==> src/rtl/latch_rf_write_arbiter.sv <==
// Round-robin write arbiter for a D-latch register file.
// Each write takes a 4-cycle slot: IDLE (grant) -> SETUP (data on WD)
// -> CAPTURE (one LE pulse) -> HOLD (latch closed, ACK) -> IDLE.
// All outputs come straight from flops so LE/nLE are glitch-free.
module latch_rf_write_arbiter #(
  parameter int NREQ = 4,
  parameter int NREG = 8,
  parameter int W    = 32,
  localparam int AW  = $clog2(NREG)
) (
  input  logic                 CLK,
  input  logic                 nRST,
  input  logic [NREQ-1:0]      REQ,
  input  logic [NREQ*AW-1:0]   ADDR,
  input  logic [NREQ*W-1:0]    DATA,
  output logic [NREQ-1:0]      ACK,
  output logic [W-1:0]         WD,
  output logic [NREG-1:0]      LE,
  output logic [NREG-1:0]      nLE,
  output logic                 BUSY
);

  localparam int IW = $clog2(NREQ);
  localparam logic [IW:0] NREQ_V = (IW+1)'(NREQ);

  localparam logic [1:0] IDLE    = 2'd0;
  localparam logic [1:0] SETUP   = 2'd1;
  localparam logic [1:0] CAPTURE = 2'd2;
  localparam logic [1:0] HOLD    = 2'd3;

  logic [1:0]        state;
  logic [IW-1:0]     ptr;
  logic [IW-1:0]     gnt;
  logic [AW-1:0]     cap_addr;

  logic [2*NREQ-1:0] rot;
  logic [IW:0]       off;
  logic              found;
  logic [IW:0]       sum;
  logic [IW:0]       nxt;
  logic [IW-1:0]     pick;
  logic [IW-1:0]     ptr_nxt;
  logic [AW-1:0]     sel_addr;
  logic [W-1:0]      sel_data;
  logic [NREG-1:0]   le_dec;
  logic [NREQ-1:0]   ack_dec;

  // Round-robin pick: rotate requests so the search starts at ptr, take the
  // first set bit, then map the offset back to an absolute requester index.
  always_comb begin
    rot   = {REQ, REQ} >> ptr;
    off   = '0;
    found = 1'b0;
    for (int k = 0; k < NREQ; k++) begin
      if (!found && rot[k]) begin
        off   = (IW+1)'(k);
        found = 1'b1;
      end
    end
    sum = {1'b0, ptr} + off;
    if (sum >= NREQ_V) sum = sum - NREQ_V;
    pick = sum[IW-1:0];
    nxt  = {1'b0, pick} + (IW+1)'(1);
    if (nxt >= NREQ_V) nxt = '0;
    ptr_nxt = nxt[IW-1:0];
  end

  // Mux the winning requester's address and data slices.
  always_comb begin
    sel_addr = '0;
    sel_data = '0;
    for (int k = 0; k < NREQ; k++) begin
      if (pick == IW'(k)) begin
        sel_addr = ADDR[k*AW +: AW];
        sel_data = DATA[k*W +: W];
      end
    end
  end

  // One-hot decodes for the latch enable and the completion pulse.
  always_comb begin
    le_dec           = '0;
    le_dec[cap_addr] = 1'b1;
    ack_dec          = '0;
    ack_dec[gnt]     = 1'b1;
  end

  // Captured target register; only meaningful once granted, so no reset.
  always_ff @(posedge CLK) begin
    if (state == IDLE && |REQ) cap_addr <= sel_addr;
  end

  // Slot sequencer; every output is loaded here so nothing is decoded
  // combinationally on the way to the latches.
  always_ff @(posedge CLK or negedge nRST) begin
    if (!nRST) begin
      state <= IDLE;
      ptr   <= '0;
      gnt   <= '0;
      WD    <= '0;
      LE    <= '0;
      nLE   <= '1;
      ACK   <= '0;
      BUSY  <= 1'b0;
    end else begin
      case (state)
        IDLE: begin
          if (|REQ) begin
            state <= SETUP;
            gnt   <= pick;
            ptr   <= ptr_nxt;
            WD    <= sel_data;
            BUSY  <= 1'b1;
          end
        end
        SETUP: begin
          state <= CAPTURE;
          LE    <= le_dec;
          nLE   <= ~le_dec;
        end
        CAPTURE: begin
          state <= HOLD;
          LE    <= '0;
          nLE   <= '1;
          ACK   <= ack_dec;
        end
        default: begin
          state <= IDLE;
          LE    <= '0;
          nLE   <= '1;
          ACK   <= '0;
          BUSY  <= 1'b0;
        end
      endcase
    end
  end

endmodule
==> config.mk <==
export PLATFORM = sky130hd
export DESIGN_NAME = latch_rf_write_arbiter
export DESIGN_NICKNAME = d
export VERILOG_FILES = /design/src/rtl/latch_rf_write_arbiter.sv
export SDC_FILE = /design/constraint.sdc
export NUM_CORES = 1
export LEC_CHECK = 0
export CORE_MARGIN = 2
export CORE_UTILIZATION = 40
export DETAILED_ROUTE_END_ITERATION = 6
export GPL_ROUTABILITY_DRIVEN = 0
export GPL_TIMING_DRIVEN = 0
export PLACE_DENSITY = 0.87
export SETUP_SLACK_MARGIN = 0.2
export SLEW_MARGIN = 20
export SYNTH_ARGS = -nofsm -noshare
export SYNTH_HDL_FRONTEND = slang
export SYNTH_SLANG_ARGS = --single-unit
==> constraint.sdc <==
create_clock -name CLK -period 3.3 [get_ports CLK]
set_clock_uncertainty 0.05 [all_clocks]
set_input_delay 0.66 -clock CLK [delete_from_list [all_inputs] [get_ports CLK]]
set_output_delay 0.66 -clock CLK [all_outputs]
set_load 0.005 [all_outputs]
==> results <==
- In the synthesized netlist the dominant register cell turns out to be sky130_fd_sc_hd__dfrtp_1.
- The analysis attributes to cell leakage a power of 2.68 nW.
- The average instance in the mapped netlist occupies 9.40 um2.
- The TritonCTS clock tree is done.
- In the routed layout, each cell is associated on average with a via count of 5.48.
- Relative to the synthesized area, the layout overhead comes to 67.6%.
- The initial utilization of the core area, before any placement, comes to 0.415.
- The number of antenna violations at the first check in global routing is 0.
- The clock period could shrink to 2.96 ns.
- The largest driver fanout on the critical path is 10.
- In this run the power density over the cells is 1110 nW/um2.
- The number of enable flip-flop cells after synthesis is 3.
- The top cell type's share of synthesized area is 0.330.
- After the last flow step, the layout net total stands at 779.
- In this run the remaining antenna-violating nets after routing total 0.
- Routed signal wires occupy layers up through met4.
- In this run the count of I/O pins placed on the die edge is 199.
- The number of hold violations in the final report is 0.
- Wires add up to 13,700 um.
- The gate count after technology mapping is 412.
- The TritonCTS sink count is slightly above 60.
- The area of the placeable core is 9330 um2.
- The final setup violation count is 0.
- The total of max-cap violations is 0.
- In this design, the critical path's most frequently occurring cell is sky130_fd_sc_hd__a21oi_1.
- The sequential area share after synthesis is 0.407.
- The worst pin sits at a relative slew slack of 0.498.
- The H-tree was split into 3 levels.
- The cell count after placement is between 700 and 800.
- For this run, the detailed router's first-pass iteration total came to 4.
- Counting along the longest clock path gives a buffer depth of 2.
- The post-synthesis instance area is 3870 um2.
- The share of cells above drive strength 1 is 0.137.
- The routed wire length on met2 is 7140 um.
- The detailed router put a total of 5210 um of wire on met1.
- On the final layout, the worst hold slack is 0.337 ns.
- The endpoint type of the worst setup path is a register.
- The required time at the worst-slack endpoint is 3.53 ns.
- Port buffering added 196 buffers.
- The slowest stage cell on the critical path is sky130_fd_sc_hd__dfrtp_1.
- The fraction of the core area covered by cells at the end of the flow is 0.696.
- The largest net degree at the start of global routing is 60.
- The row count is 35.
- The longest individual stage delay on the worst path is 0.40 ns.
- The floorplan step set the die width to 102 um.
- The routed length on met3 is 1070 um.
- By area the synthesized netlist is led by sky130_fd_sc_hd__dfrtp_1, sky130_fd_sc_hd__nor2b_1, sky130_fd_sc_hd__a221oi_1.
- For this block, the initial DRC count from the detailed router was approximately 170.
- The launching element type of the critical path is a register.
- The path category of the worst min-delay check is input port to asynchronous set/reset pin.
- The post-DP HPWL is about 10,000 um.
- The maximum clock rate is 338 MHz.
- The clock reaches the later pin of the worst-skew pair after 0.34 ns.
- The most area-hungry cell type in the Yosys netlist is sky130_fd_sc_hd__dfrtp_1.
- The critical path goes through buf_4 > o21ai_1 > a21oi_1 > o31a_1 > ha_2 > xnor2_4 > xor2_1 > ha_1 > buf_2 > clkbuf_2 > a21oi_1 > o31ai_1 > o21a_1.
- The post-synth net total is 566.
- Setup repair after global routing left no endpoint under its margin.
- For the final routed database, the setup TNS stands at 0 ns.
- Yosys mapped the design onto 42 distinct sky130hd cell types.
- Summed over all layers, the global routing overflow is 0.
- The count of yosys warnings during synthesis is 0.
- The number of clock buffers added by TritonCTS is 9.
- The via count of the first global-routing pass is 4,147.
- The slew at the pin closest to its max-slew limit is 0.753 ns.
- The aggregate global-route resource usage is 0.257.
- The run finished with clean final reports.
- Of the available clock period, the critical path in the final layout requires 0.897.
- In this run the clock root is driven by a sky130_fd_sc_hd__clkbuf_8.
- For the worst setup path, the data arrival time is 3.19 ns.
- The category of the critical setup timing path is register to register.
- Dividing the detail-routed wire length by the instance count gives roughly 18 um.
- The height of the die is about 100 um.
- The number of antenna diodes in the final layout is 0.
- After clock tree synthesis, the clock-pin slew on the worst setup and hold paths is 0.07 ns.
- In the routed design, unresolved DRC markers number 0.
- After synthesis, the share of flip-flops with an asynchronous set or reset is 0.952.
- The via count is 4,159.
- The first global-routing pass estimated 20,600 um of wire.
- The max-slew violation count is 0.
- In this run, synthesis produced a sequential element count of 62.
- The peak ir drop on the vdd network is 545 uV.
- The full die area is 10,500 um2.
- The count of cells in the finished layout, fillers not included, comes to between 700 and 800.
==> path summary, 6_finish.rpt <==
kind | endpoint | cells after the start | startpoint | slack (ns)
setup / recovery | WD[28] | 13 | ptr[1] | 0.34
hold / removal | ACK[1] | 1 | nRST | 0.34
setup reg to reg | WD[28] | 13 | ptr[1] | 0.34
hold reg to reg | nLE[5] | 2 | nLE[5] | 0.42
max in group asynchronous | WD[19] | 1 | nRST | 2.37
min in group CLK | nLE[5] | 2 | nLE[5] | 0.42
==> through the flow <==
stage	area [um2]	total power, mW	worst slack, ns
2_1_floorplan	3870	4.12	0.142
3_3_place_gp	6000	5.63	-1.05
3_5_place_dp	5990	5.78	-1.17
4_1_cts	6430	7.10	0.174
5_1_grt	6490	7.73	0.192
6_report	6490	7.21	0.339
==> sequential cells by signal, indices dropped and copies added (netlist names) <==
register and flops:
LE 8, nLE 8, state 2, WD 32
BUSY 1, ptr 2, cap_addr 3, ACK 4
gnt 2
==> placed cells by master (no fill, tap or decap), types with 3 or more instances in the layout <==
cell type / Yosys / routed
sky130_fd_sc_hd__clkdlybuf4s50_1: 0 / 193
sky130_fd_sc_hd__nor2b_1: 66 / 65
sky130_fd_sc_hd__dfrtp_1: 51 / 51
sky130_fd_sc_hd__a21oi_1: 47 / 47
sky130_fd_sc_hd__o31ai_1: 36 / 36
sky130_fd_sc_hd__a221oi_1: 33 / 32
sky130_fd_sc_hd__o21a_1: 32 / 32
sky130_fd_sc_hd__nand2_1: 19 / 19
sky130_fd_sc_hd__clkbuf_8: 0 / 19
sky130_fd_sc_hd__inv_1: 14 / 13
sky130_fd_sc_hd__buf_6: 8 / 11
sky130_fd_sc_hd__clkbuf_2: 0 / 9
sky130_fd_sc_hd__buf_4: 0 / 8
sky130_fd_sc_hd__a21o_1: 8 / 8
sky130_fd_sc_hd__dfstp_2: 8 / 8
sky130_fd_sc_hd__ha_1: 8 / 5
sky130_fd_sc_hd__clkbuf_4: 0 / 4
sky130_fd_sc_hd__nor3_1: 4 / 4
sky130_fd_sc_hd__buf_2: 3 / 3
sky130_fd_sc_hd__o21ai_1: 0 / 3
sky130_fd_sc_hd__nor2_1: 4 / 3
sky130_fd_sc_hd__nor4_1: 3 / 3
sky130_fd_sc_hd__o21ai_0: 6 / 3
sky130_fd_sc_hd__edfxtp_1: 3 / 3
==> kinds of logic (layout without fill, tap and decap cells) <==
group / count (synthesis) / in the layout / synth area share
xor gates and xnor gates: 3 / 3 / 0.00679
adders and majority gates: 8 / 8 / 0.0259
AOI/OAI and AO/OA: 172 / 172 / 0.320
buffers and inverters: 56 / 274 / 0.0708
DFF: 62 / 62 / 0.407
and+or+nand+nor: 111 / 111 / 0.170
==> power by group <==
part	internal (mW)	leakage, nW	switching (mW)
clock network	0.443	0.108	0.313
logic	2.55	1.84	2.54
registers	1.14	0.728	0.213
total	4.14	2.68	3.07
==> Yosys cell counts, types with 2 or more instances <==
master	number
sky130_fd_sc_hd__o21ai_0	6
sky130_fd_sc_hd__edfxtp_1	3
sky130_fd_sc_hd__dfrtp_1	51
sky130_fd_sc_hd__buf_1	4
sky130_fd_sc_hd__a21o_1	8
sky130_fd_sc_hd__o21a_1	32
sky130_fd_sc_hd__nor3_1	4
sky130_fd_sc_hd__clkbuf_1	26
sky130_fd_sc_hd__or4b_1	2
sky130_fd_sc_hd__buf_2	3
sky130_fd_sc_hd__inv_1	14
sky130_fd_sc_hd__nor4_1	3
sky130_fd_sc_hd__a22o_1	2
sky130_fd_sc_hd__nand3_1	2
sky130_fd_sc_hd__a221oi_1	33
sky130_fd_sc_hd__buf_6	8
sky130_fd_sc_hd__or3b_2	2
sky130_fd_sc_hd__o211ai_1	2
sky130_fd_sc_hd__nor2b_1	66
sky130_fd_sc_hd__ha_1	8
sky130_fd_sc_hd__xnor2_1	2
sky130_fd_sc_hd__o31ai_1	36
sky130_fd_sc_hd__dfstp_2	8
sky130_fd_sc_hd__nand2_1	19
sky130_fd_sc_hd__a21oi_1	47
sky130_fd_sc_hd__nand3b_1	2
sky130_fd_sc_hd__nor2_1	4
==> area by class of cell <==
type | instances | area, um2
inverter | 15 | 56.3
timing repair buffer | 202 | 1990
clock inverter | 6 | 85.1
buffer | 41 | 390
clock buffer | 10 | 138
sequential | 62 | 1580
fill | 727 | 2840
multi-input combinational | 294 | 2090
tap | 129 | 161
==> metal layers <==
| metal | GRT usage | vias to the layer above |
|---|---|---|
| li1 | - | 1936 |
| met1 | 0.290 | 2007 |
| met2 | 0.466 | 193 |
| met3 | 0.0691 | 23 |
| met4 | 0.0933 | 0 |
| met5 | 0 | - |
==> critical path, delay by kind of cell (launching register included) <==
kind | cells | cell delay (ns)
AO/OA/AOI/OAI | 6 | 0.86
XOR/XNOR | 2 | 0.49
adder cells (fa/ha/maj) | 2 | 0.41
buffers and inverters | 3 | 0.67
flip-flops | 1 | 0.40
==> what timing repair did <==
item | in CTS | in global routing
setup buffers | 2 | 4
gates resized for setup | 68 | 18
gates cloned | 0 | 0
pin swaps | 5 | 8
hold buffers | 0 | 0
endpoints found under the setup margin | 36 | 35
No activity file was read; power rests on OpenSTA's default activity.
